`config.mk`:
```
export PLATFORM = sky130hd
export DESIGN_NAME = uart_tx_protocolo
export DESIGN_NICKNAME = d
export VERILOG_FILES = /design/src/rtl/uart_tx_protocolo.sv
export SDC_FILE = /design/constraint.sdc
export NUM_CORES = 1
export LEC_CHECK = 0
export ABC_AREA = 0
export BUFFER_PORTS_ARGS = -buffer_cell sky130_fd_sc_hd__clkbuf_2
export CORE_ASPECT_RATIO = 2
export CORE_MARGIN = 10
export CORE_UTILIZATION = 56
export DETAILED_ROUTE_END_ITERATION = 10
export GPL_TIMING_DRIVEN = 0
export MAX_ROUTING_LAYER = met4
export PLACE_DENSITY = 0.88
export SYNTH_ARGS = -nofsm -noshare
export SYNTH_HDL_FRONTEND = slang
export SYNTH_SLANG_ARGS = --single-unit
```
`constraint.sdc`:
```
create_clock -name clk -period 2.1 [get_ports clk]
set_input_delay 0.105 -clock clk [delete_from_list [all_inputs] [get_ports clk]]
set_output_delay 0.105 -clock clk [all_outputs]
set_load 0.02 [all_outputs]
```
`src/rtl/uart_tx_protocolo.sv`:
```
// uart_tx_protocolo
// Serial UART transmitter. Accepts one parallel word through a valid/ready
// handshake and sends it LSB-first as: start bit, DATA_W data bits, an
// optional parity bit, then one stop bit. Every output is a flop.
//
// Parameters:
//   CLKS_PER_BIT - clock cycles per serial bit (>= 2)
//   DATA_W       - data bits per frame (5..9)
//   PARITY       - 0 none, 1 even, 2 odd (3 behaves as none)
// Ports:
//   clk      - clock, all logic on the rising edge
//   rst_n    - asynchronous active-low reset
//   tx_data  - word to send, sampled only when accepted
//   tx_valid - source has a word
//   tx_ready - transmitter can accept (high only while idle)
//   tx       - serial line, idles high
//   busy     - a frame is on the line
//   done     - one-cycle pulse once the stop bit has finished

module uart_tx_protocolo #(
  parameter int CLKS_PER_BIT = 868,
  parameter int DATA_W       = 8,
  parameter int PARITY       = 0
) (
  input  logic              clk,
  input  logic              rst_n,
  input  logic [DATA_W-1:0] tx_data,
  input  logic              tx_valid,
  output logic              tx_ready,
  output logic              tx,
  output logic              busy,
  output logic              done
);

  localparam int CNT_W = (CLKS_PER_BIT > 1) ? $clog2(CLKS_PER_BIT) : 1;
  localparam int IDX_W = $clog2(DATA_W + 1);
  // Only 1 and 2 add a parity bit; the unused encoding 3 falls back to none.
  localparam bit PAR_EN = (PARITY == 1) || (PARITY == 2);
  localparam logic [CNT_W-1:0] CNT_LAST = CNT_W'(CLKS_PER_BIT - 1);
  localparam logic [IDX_W-1:0] IDX_LAST = IDX_W'(DATA_W - 1);

  typedef enum logic [2:0] {
    S_IDLE,
    S_START,
    S_DATA,
    S_PARITY,
    S_STOP
  } state_t;

  state_t             state_q, state_d;
  logic [CNT_W-1:0]   cnt_q, cnt_d;
  logic [IDX_W-1:0]   idx_q, idx_d;
  logic [DATA_W-1:0]  shreg_q, shreg_d;
  logic               par_q, par_d;
  logic               tx_d, busy_d, ready_d, done_d;
  logic               bit_end;

  // The last clock of every bit period; the frame advances one bit here.
  assign bit_end = (cnt_q == CNT_LAST);

  // State, datapath and output registers. The outputs are loaded from the
  // values the output logic predicts for the next state, so they change on
  // the same edge as the state. Reset forces the line high at once and
  // drops any partial frame without a done pulse.
  always_ff @(posedge clk or negedge rst_n) begin
    if (!rst_n) begin
      state_q  <= S_IDLE;
      cnt_q    <= '0;
      idx_q    <= '0;
      shreg_q  <= '0;
      par_q    <= 1'b0;
      tx       <= 1'b1;
      tx_ready <= 1'b1;
      busy     <= 1'b0;
      done     <= 1'b0;
    end else begin
      state_q  <= state_d;
      cnt_q    <= cnt_d;
      idx_q    <= idx_d;
      shreg_q  <= shreg_d;
      par_q    <= par_d;
      tx       <= tx_d;
      tx_ready <= ready_d;
      busy     <= busy_d;
      done     <= done_d;
    end
  end

  // Next-state and datapath logic. The word and its parity are captured
  // only at acceptance, so later changes on tx_data/tx_valid are ignored
  // until the transmitter is idle again. The baud counter wraps at the end
  // of every bit period; the shift register moves right between data bits.
  always_comb begin
    state_d = state_q;
    cnt_d   = cnt_q;
    idx_d   = idx_q;
    shreg_d = shreg_q;
    par_d   = par_q;
    case (state_q)
      S_IDLE: begin
        if (tx_valid && tx_ready) begin
          state_d = S_START;
          cnt_d   = '0;
          idx_d   = '0;
          shreg_d = tx_data;
          par_d   = (PARITY == 2) ? ~(^tx_data) : (^tx_data);
        end
      end
      S_START: begin
        cnt_d = bit_end ? '0 : cnt_q + CNT_W'(1);
        if (bit_end) state_d = S_DATA;
      end
      S_DATA: begin
        cnt_d = bit_end ? '0 : cnt_q + CNT_W'(1);
        if (bit_end) begin
          if (idx_q == IDX_LAST) begin
            idx_d   = '0;
            state_d = PAR_EN ? S_PARITY : S_STOP;
          end else begin
            idx_d   = idx_q + IDX_W'(1);
            shreg_d = shreg_q >> 1;
          end
        end
      end
      S_PARITY: begin
        cnt_d = bit_end ? '0 : cnt_q + CNT_W'(1);
        if (bit_end) state_d = S_STOP;
      end
      S_STOP: begin
        cnt_d = bit_end ? '0 : cnt_q + CNT_W'(1);
        if (bit_end) state_d = S_IDLE;
      end
      default: begin
        state_d = S_IDLE;
        cnt_d   = '0;
        idx_d   = '0;
      end
    endcase
  end

  // Output logic, decoded from the upcoming state so the registered outputs
  // line up with it. done fires only on the STOP to IDLE step.
  always_comb begin
    tx_d    = 1'b1;
    busy_d  = 1'b1;
    ready_d = 1'b0;
    done_d  = 1'b0;
    case (state_d)
      S_IDLE: begin
        busy_d  = 1'b0;
        ready_d = 1'b1;
        done_d  = (state_q == S_STOP);
      end
      S_START:  tx_d = 1'b0;
      S_DATA:   tx_d = shreg_d[0];
      S_PARITY: tx_d = par_d;
      S_STOP:   tx_d = 1'b1;
      default: begin
        busy_d  = 1'b0;
        ready_d = 1'b1;
      end
    endcase
  end

endmodule

```
==> summary.md, run 1 <==
| Metric | Value |
|---|---|
| DRC violation total after the first TritonRoute iteration | `43` |
| Capture point of the worst path | `idx_q[1]` |
| Family with the most delay on the worst path | `simple AND/OR/NAND/NOR gates` |
| Number of core rows | `27` |
| Most area-hungry cell type in the Yosys netlist | `dfrtp_1` |
| Startpoint of the worst-slack reg-to-reg timing path | `cnt_q[4]` |
| Critical path startpoint category | `flip-flop` |
| Crit path max fanout | `6` |
| Top post-synthesis cells by area | `dfrtp_1 (44%), xnor2_1 (6.6%), a221o_1 (4.4%), nand2_1 (3.6%), dfstp_2 (3.3%)` |
| Nets | `between 150 and 200` |
| Leakage power of the design | `~0.85 nW` |
| Clock latency reported for the late side of the worst-skew pair | `0.28 ns` |
| Per-cell via count in the routed design | `between 6 and 7` |
| Data required time of the worst path | `roughly 2.3 ns` |
| Ant. Diodes | `0` |
| Cell with the largest stage delay on the worst path | `or3b_4` |
| Setup CP Type | `reg -> reg` |
| Run status | `complete, but fails checks` |
| Die span in x | `57.6 um` |
| HPWL after detailed placement | `around 2.7 mm` |
| Area inside the core boundary | `between 2000 and 3000 um^2` |
| Post-detailed-route DRC marker count | `0` |
| Fraction of post-synthesis cell area in the top cell type by area | `0.442` |
| Number of flip-flops and latches in the synthesized netlist | `30` |
| Remaining antenna violation count after routing | `0` |
| Die height | `between 90 and 100 um` |
| WP data arrival | `roughly 2.3 ns` |
| Post-layout min period | `~2.1 ns` |
| Crit share post-route | `1.01` |
| Count of input and output buffers | `14` |
| Remaining max-slew budget at the tightest pin | `0.508` |
| CTS Root Cell | `clkbuf_8` |
| Largest net degree at the start of global routing | `31` |
| Asr flop ratio synth | `1.00` |
| Clock edge transition at the registers on the reported setup and hold paths | `roughly 0.06 ns` |
| Starting utilization of the core area | `0.579` |
| Worst-case vdd ir drop | `0.767 mV` |
| Layout cell share with drive strength beyond 1 | `0.257` |
| Vias in the first global route | `~1,400` |
| Highest clock frequency the design can meet | `between 0.4 and 0.5 GHz` |
| Worst min path class | `in -> reg` |
| Cts bufs inserted | `5` |
| Post-synth net total | `between 150 and 200` |
| Global route total overflow | `0` |
| CTS sink cnt | `30` |
| Final Power | `0.00178 W` |
| Core occupancy in the finished layout | `0.682` |
| Avg WL per Cell | `18.5 um` |
| Endpoint of the worst-slack reg-to-reg timing path | `idx_q[1]` |
| TritonCTS clock tree | `built` |
| Overall track demand over capacity in global routing | `0.149` |
| Final setup fails | `1` |
| R2r setup slk | `-0.01 ns` |
| Worst setup path start | `cnt_q[4]` |
| Pwr dens | `953 nW/um^2` |
| Endpoints failing hold | `0` |
| Maximum cell stage delay along the critical path | `0.42 ns` |
| Pre-CTS worst setup slack | `-0.0650 ns` |
| Layout filler cell count | `about 210` |
| Synth cell types | `between 40 and 50` |
| Wire length of the first global-routing pass | `around 6.3 mm` |
| Primary FF master, synth | `dfrtp_1` |
| Violations in the final reports | `setup timing` |
| CP cell instances | `or3b_4 > or3_1 > buf_6 > a21oi_1 > o32a_2 > mux2_1` |
| Number of antenna violations at the first check in global routing | `0` |
| Count of yosys warnings during synthesis | `0` |
| Layout Area Growth over Synthesis | `17.8%` |
| Top post-synthesis cells by count | `dfrtp_1 (28), nand2_1 (15), nor2_1 (13)` |
| Transition time of the tightest slew-check pin | `roughly 0.74 ns` |
| Unrepaired setup endpoints after global routing | `true` |
| Gate Count Post-Synth | `153` |
| Bufs and invs on worst path | `1` |
| Floorplan die area | `approximately 5500 um^2` |
| Top-count cell post-synth | `dfrtp_1` |
| Placer's final routability congestion estimate | `around 0.83` |
| Count of cells along the worst register-to-register path | `6` |
| Count of TritonRoute iterations in the first routing pass | `4` |
| Sequential share of the synthesized area | `0.475` |
| Number of pins exceeding their max-slew limit in the final report | `0` |
| Top Ports | `15` |
| Final worst slack | `-0.0141 ns` |
| Buffers from clock root to sink, at most | `2` |
| Final wirelength | `about 3.9 mm` |
| Number of maximum-capacitance violations | `0` |
| Post-Route Skew | `a little under 0.006 ns` |
| Mapped Avg Cell Area | `10.4 um^2` |
| Number of vias after detailed routing | `about 1,300` |
| Cell depth of the worst setup path | `6` |
| Worst Setup End Kind | `flip-flop` |
| Netlist area before placement | `1590 um^2` |
| H-tree levels | `2` |
| EDFF count, synth | `0` |
## where the power goes
part | total, W | leakage (nW) | switching (W) | internal [W]
logic | 0.000500 | 0.415 | 0.000253 | 0.000247
registers | 0.000803 | 0.387 | 0.0000969 | 0.000706
clock network | 0.000476 | 0.0482 | 0.000212 | 0.000264
total | 0.00178 | 0.850 | 0.000562 | 0.00122
## worst min path at each step
stage / start / endpoint / slack, ns / depth (start not counted)
6_report: tx_data[5] / shreg_q[5] / 0.09 / 2
3_5_place_dp: rst_n / shreg_q[5] / 0.19 / 1
5_1_grt: tx_data[7] / shreg_q[7] / 0.09 / 2
4_1_cts: tx_data[0] / shreg_q[0] / 0.08 / 3
2_1_floorplan: rst_n / busy / -0.19 / 0
3_3_place_gp: rst_n / shreg_q[5] / 0.18 / 1
## stage by stage
| stage | std cells | setup TNS, ns | hold slack [ns] | cell area [um^2] |
|---|---|---|---|---|
| 6_report | 208 | -0.0141 | 0.0875 | 1870 |
| 5_1_grt | 208 | -0.244 | 0.0914 | 1870 |
| 3_5_place_dp | 196 | -0.551 | 0.193 | 1690 |
| 2_1_floorplan | 153 | 0 | -0.191 | 1590 |
| 3_3_place_gp | 196 | -0.0200 | 0.179 | 1690 |
| 4_1_cts | 207 | 0 | 0.0834 | 1810 |
## kinds of logic (layout without fill, tap and decap cells)
| logic type | Yosys count | count (layout) | share of synthesized area |
|---|---|---|---|
| AOI/OAI and AO/OA | 29 | 29 | 0.155 |
| muxes | 1 | 1 | 0.00710 |
| xor gates and xnor gates | 16 | 16 | 0.0884 |
| adders and majority gates | 2 | 2 | 0.0158 |
| and+or+nand+nor | 64 | 64 | 0.219 |
| buffers and inverters | 11 | 37 | 0.0387 |
| DFF | 30 | 30 | 0.475 |
## layout by cell type, fill, tap and decap left out, types with 2 or more instances in the layout
master     netlist  final
a31oi_1          2      2
nor2_1          13     13
o21ai_0          2      2
nand3b_1         2      2
and4_1           2      2
nand3_1          5      5
and2_1           4      4
dfrtp_1         28     28
or3_1            2      2
clkbuf_8         0      6
nand2_1         15     15
xor2_1           4      4
xnor2_1         12     12
dfstp_2          2      2
a221o_1          7      7
clkbuf_2         0     15
inv_1            5      5
buf_4            3      6
a21oi_1          5      5
a2111oi_2        1      2
and3_1           8      8
nor3_1           4      4
## worst reg2reg max path: cells and delay by family, from the launching register on
| family | cells | cell delay, ns |
|---|---|---|
| AOI/OAI and AO/OA | 2 | 0.37 |
| DFF | 1 | 0.41 |
| muxes | 1 | 0.33 |
| buffers and inverters | 1 | 0.14 |
| and+or+nand+nor | 2 | 0.75 |
## final cells by class
class,instances,area (um^2),area share
clock buffers,7,86.3,0.0462
plain buffers,6,43.8,0.0235
repair buffers,18,103,0.0550
well taps,29,36.3,0.0194
clock inverters,1,5.00,0.00268
inverters,5,18.8,0.0101
flip-flops and latches,30,753,0.403
multi-input cells,112,821,0.440
## repair_timing
| action | CTS | global route |
|---|---|---|
| hold endpoints to repair | 28 | 0 |
| pin swaps | 0 | 1 |
| cloned | 0 | 0 |
| hold buffers | 1 | 0 |
| setup buffers | 2 | 1 |
| gates resized for setup | 1 | 9 |
| setup endpoints to repair | 11 | 19 |
## metal layers
| metal | up-vias | part of all wire | GRT usage | routed length, um |
|---|---|---|---|---|
| li1 | 606 | - | - | - |
| met1 | 634 | 0.35 | 0.128 | 1340 |
| met2 | 34 | 0.58 | 0.279 | 2250 |
| met3 | 13 | 0.039 | 0.0426 | 149 |
| met4 | 0 | 0.031 | 0.0709 | 119 |
| met5 | - | 0 | - | 0 |
## state kept, by name, summed over array words and instances, names as in the netlist
| register | count |
|---|---|
| busy | 1 |
| cnt_q | 10 |
| done | 1 |
| idx_q | 4 |
| par_q | 1 |
| shreg_q | 8 |
| state_q | 3 |
| tx | 1 |
| tx_ready | 1 |
Power figures use the tool's default switching activity.
==> run 2, diff against run 1 <==
REMOVE_ABC_BUFFERS = 1   (was not set)
SLEW_MARGIN = 5   (was not set)
==> run 2 against run 1 <==
  * The run now ends clean
  * Power is 2.4% lower
  * Wire length is 10% lower
  * Clock-buffer cell count is 1 lower
  * Critical endpoint unchanged
  * Largest power group unchanged
==> summary.md, run 2 (synthesis results as in run 1) <==
| Metric | Value |
|---|---|
| H-tree levels | `2` |
| Worst min path class | `in -> reg` |
| Final Power | `roughly 0.0017 W` |
| Count of TritonRoute iterations in the first routing pass | `4` |
| Number of maximum-capacitance violations | `0` |
| Starting utilization of the core area | `0.579` |
| Wire length of the first global-routing pass | `slightly below 6 mm` |
| HPWL after detailed placement | `2.46 mm` |
| Buffers from clock root to sink, at most | `2` |
| Post-Route Skew | `approximately 0.0085 ns` |
| Number of vias after detailed routing | `1,236` |
| Most common cell after layout, fill and taps aside | `dfrtp_1` |
| Pwr dens | `roughly 950 nW/um^2` |
| Worst setup path start | `cnt_q[4]` |
| Sequential cell area in the final layout | `approximately 750 um^2` |
| Flip-flop count of the largest register, all copies and words added | `10` |
| Worst Setup End Kind | `flip-flop` |
| Startpoint of the worst-slack reg-to-reg timing path | `cnt_q[4]` |
| Area inside the core boundary | `between 2000 and 3000 um^2` |
| Number of core rows | `27` |
| Nets | `about 180` |
| Combined area of the multi-input logic cells | `roughly 840 um^2` |
| Post-layout min period | `between 2 and 2.5 ns` |
| Final Instance Area | `~1800 um^2` |
| Avg WL per Cell | `17.3 um` |
| Die span in x | `between 50 and 60 um` |
| Data required time of the worst path | `roughly 2.3 ns` |
| Top Ports | `15` |
| Largest net degree at the start of global routing | `31` |
| Remaining antenna violation count after routing | `0` |
| Clock latency reported for the late side of the worst-skew pair | `between 0.2 and 0.3 ns` |
| Final wirelength | `3.45 mm` |
| Pre-CTS worst setup slack | `-0.411 ns` |
| Critical path startpoint category | `flip-flop` |
| Overall track demand over capacity in global routing | `0.139` |
| CTS Root Cell | `clkbuf_8` |
| Transition time of the tightest slew-check pin | `between 0.7 and 0.8 ns` |
| Layout filler cell count | `roughly 210` |
| Ant. Diodes | `0` |
| WP data arrival | `about 2.2 ns` |
| Final setup fails | `0` |
| Origin of the worst min-delay path | `tx_data[0]` |
| Worst-case vdd ir drop | `0.728 mV` |
| Crit path max fanout | `5` |
| Highest clock frequency the design can meet | `between 0.4 and 0.5 GHz` |
| Floorplan die area | `5490 um^2` |
| Post-detailed-route DRC marker count | `0` |
| Number of antenna violations at the first check in global routing | `0` |
| CTS sink cnt | `30` |
| Number of pins exceeding their max-slew limit in the final report | `0` |
| TritonCTS clock tree | `built` |
| Vias in the first global route | `1,304` |
| Final worst slack | `about 0.056 ns` |
| Layout cell share with drive strength beyond 1 | `0.240` |
| Leakage power of the design | `0.826 nW` |
| Placement-stage cell area | `about 1600 um^2` |
| Most frequent cells in the layout | `dfrtp_1 (28), nand2_1 (15), clkbuf_2 (14)` |
| Biggest register | `cnt_q` |
| Crit share post-route | `0.974` |
| Endpoint of the worst-slack reg-to-reg timing path | `idx_q[1]` |
| Setup CP Type | `reg -> reg` |
| R2r setup slk | `approximately 0.056 ns` |
| Hold Path End | `shreg_q[0]` |
| Global route total overflow | `0` |
| DRC violation total after the first TritonRoute iteration | `25` |
| Run status | `finished clean` |
| Placer's final routability congestion estimate | `around 0.76` |
| Endpoints failing hold | `0` |
| Remaining max-slew budget at the tightest pin | `0.506` |
| Worst Hold Slack | `0.0830 ns` |
| Per-cell via count in the routed design | `approximately 6.2` |
| Die height | `95.2 um` |
| Count of cells along the worst register-to-register path | `5` |
| Post-Route Setup TNS | `0 ns` |
| Clock edge transition at the registers on the reported setup and hold paths | `approximately 0.070 ns` |
| Cts bufs inserted | `5` |
| Number of stages on the worst hold path | `3` |
| Top Registers | `cnt_q x10, shreg_q x8, idx_q x4` |
| Count of input and output buffers | `14` |
| Layout Area Growth over Synthesis | `15.8%` |
==> run 2: how the worst max path moves through the flow <==
stage               endpoint  cells past startpoint
floorplan           cnt_q[0]                      5
global placement    cnt_q[3]                      5
detailed placement  cnt_q[9]                      6
CTS                 idx_q[1]                      5
global route        idx_q[1]                      6
finish              idx_q[1]                      5
==> run 2: metrics by stage <==
step                 util  cells
finish              0.671    200
floorplan               -    147
global route        0.671    200
global placement    0.603    190
detailed placement  0.603    190
CTS                 0.657    200
==> run 2: worst max-delay path: stages, from the launching register on <==
cell,delay [ns]
dfrtp_1,0.41
or3b_4,0.44
or3_4,0.38
a21oi_1,0.16
o32a_2,0.21
mux2_1,0.33
==> run 2: timing repair <==
| item | in CTS | in global routing |
|---|---|---|
| endpoints found under the setup margin | 20 | 19 |
| hold buffers | 1 | 0 |
| gates resized for setup | 6 | 6 |
| hold endpoints to repair | 28 | 0 |
| setup buffers | 1 | 0 |
==> run 2: final cells by class <==
| class | count | share of cell area |
|---|---|---|
| flip-flops and latches | 30 | 0.410 |
| repair buffers | 16 | 0.0477 |
| inverters | 5 | 0.0102 |
| clock buffers | 6 | 0.0450 |
| clock inverters | 2 | 0.00682 |
| multi-input cells | 112 | 0.460 |
| well taps | 29 | 0.0198 |
==> run 2: metal layers <==
layer,vias up,GRT usage,routed length (um)
met2,23,0.256,1990
met5,-,-,0
met4,0,0.0650,80
met3,8,0.0493,133
li1,591,-,-
met1,614,0.119,1250
==> run 2: power by group <==
part,switching (W),internal (W)
clock network,0.000215,0.000263
registers,0.000112,0.000705
logic,0.000227,0.000215
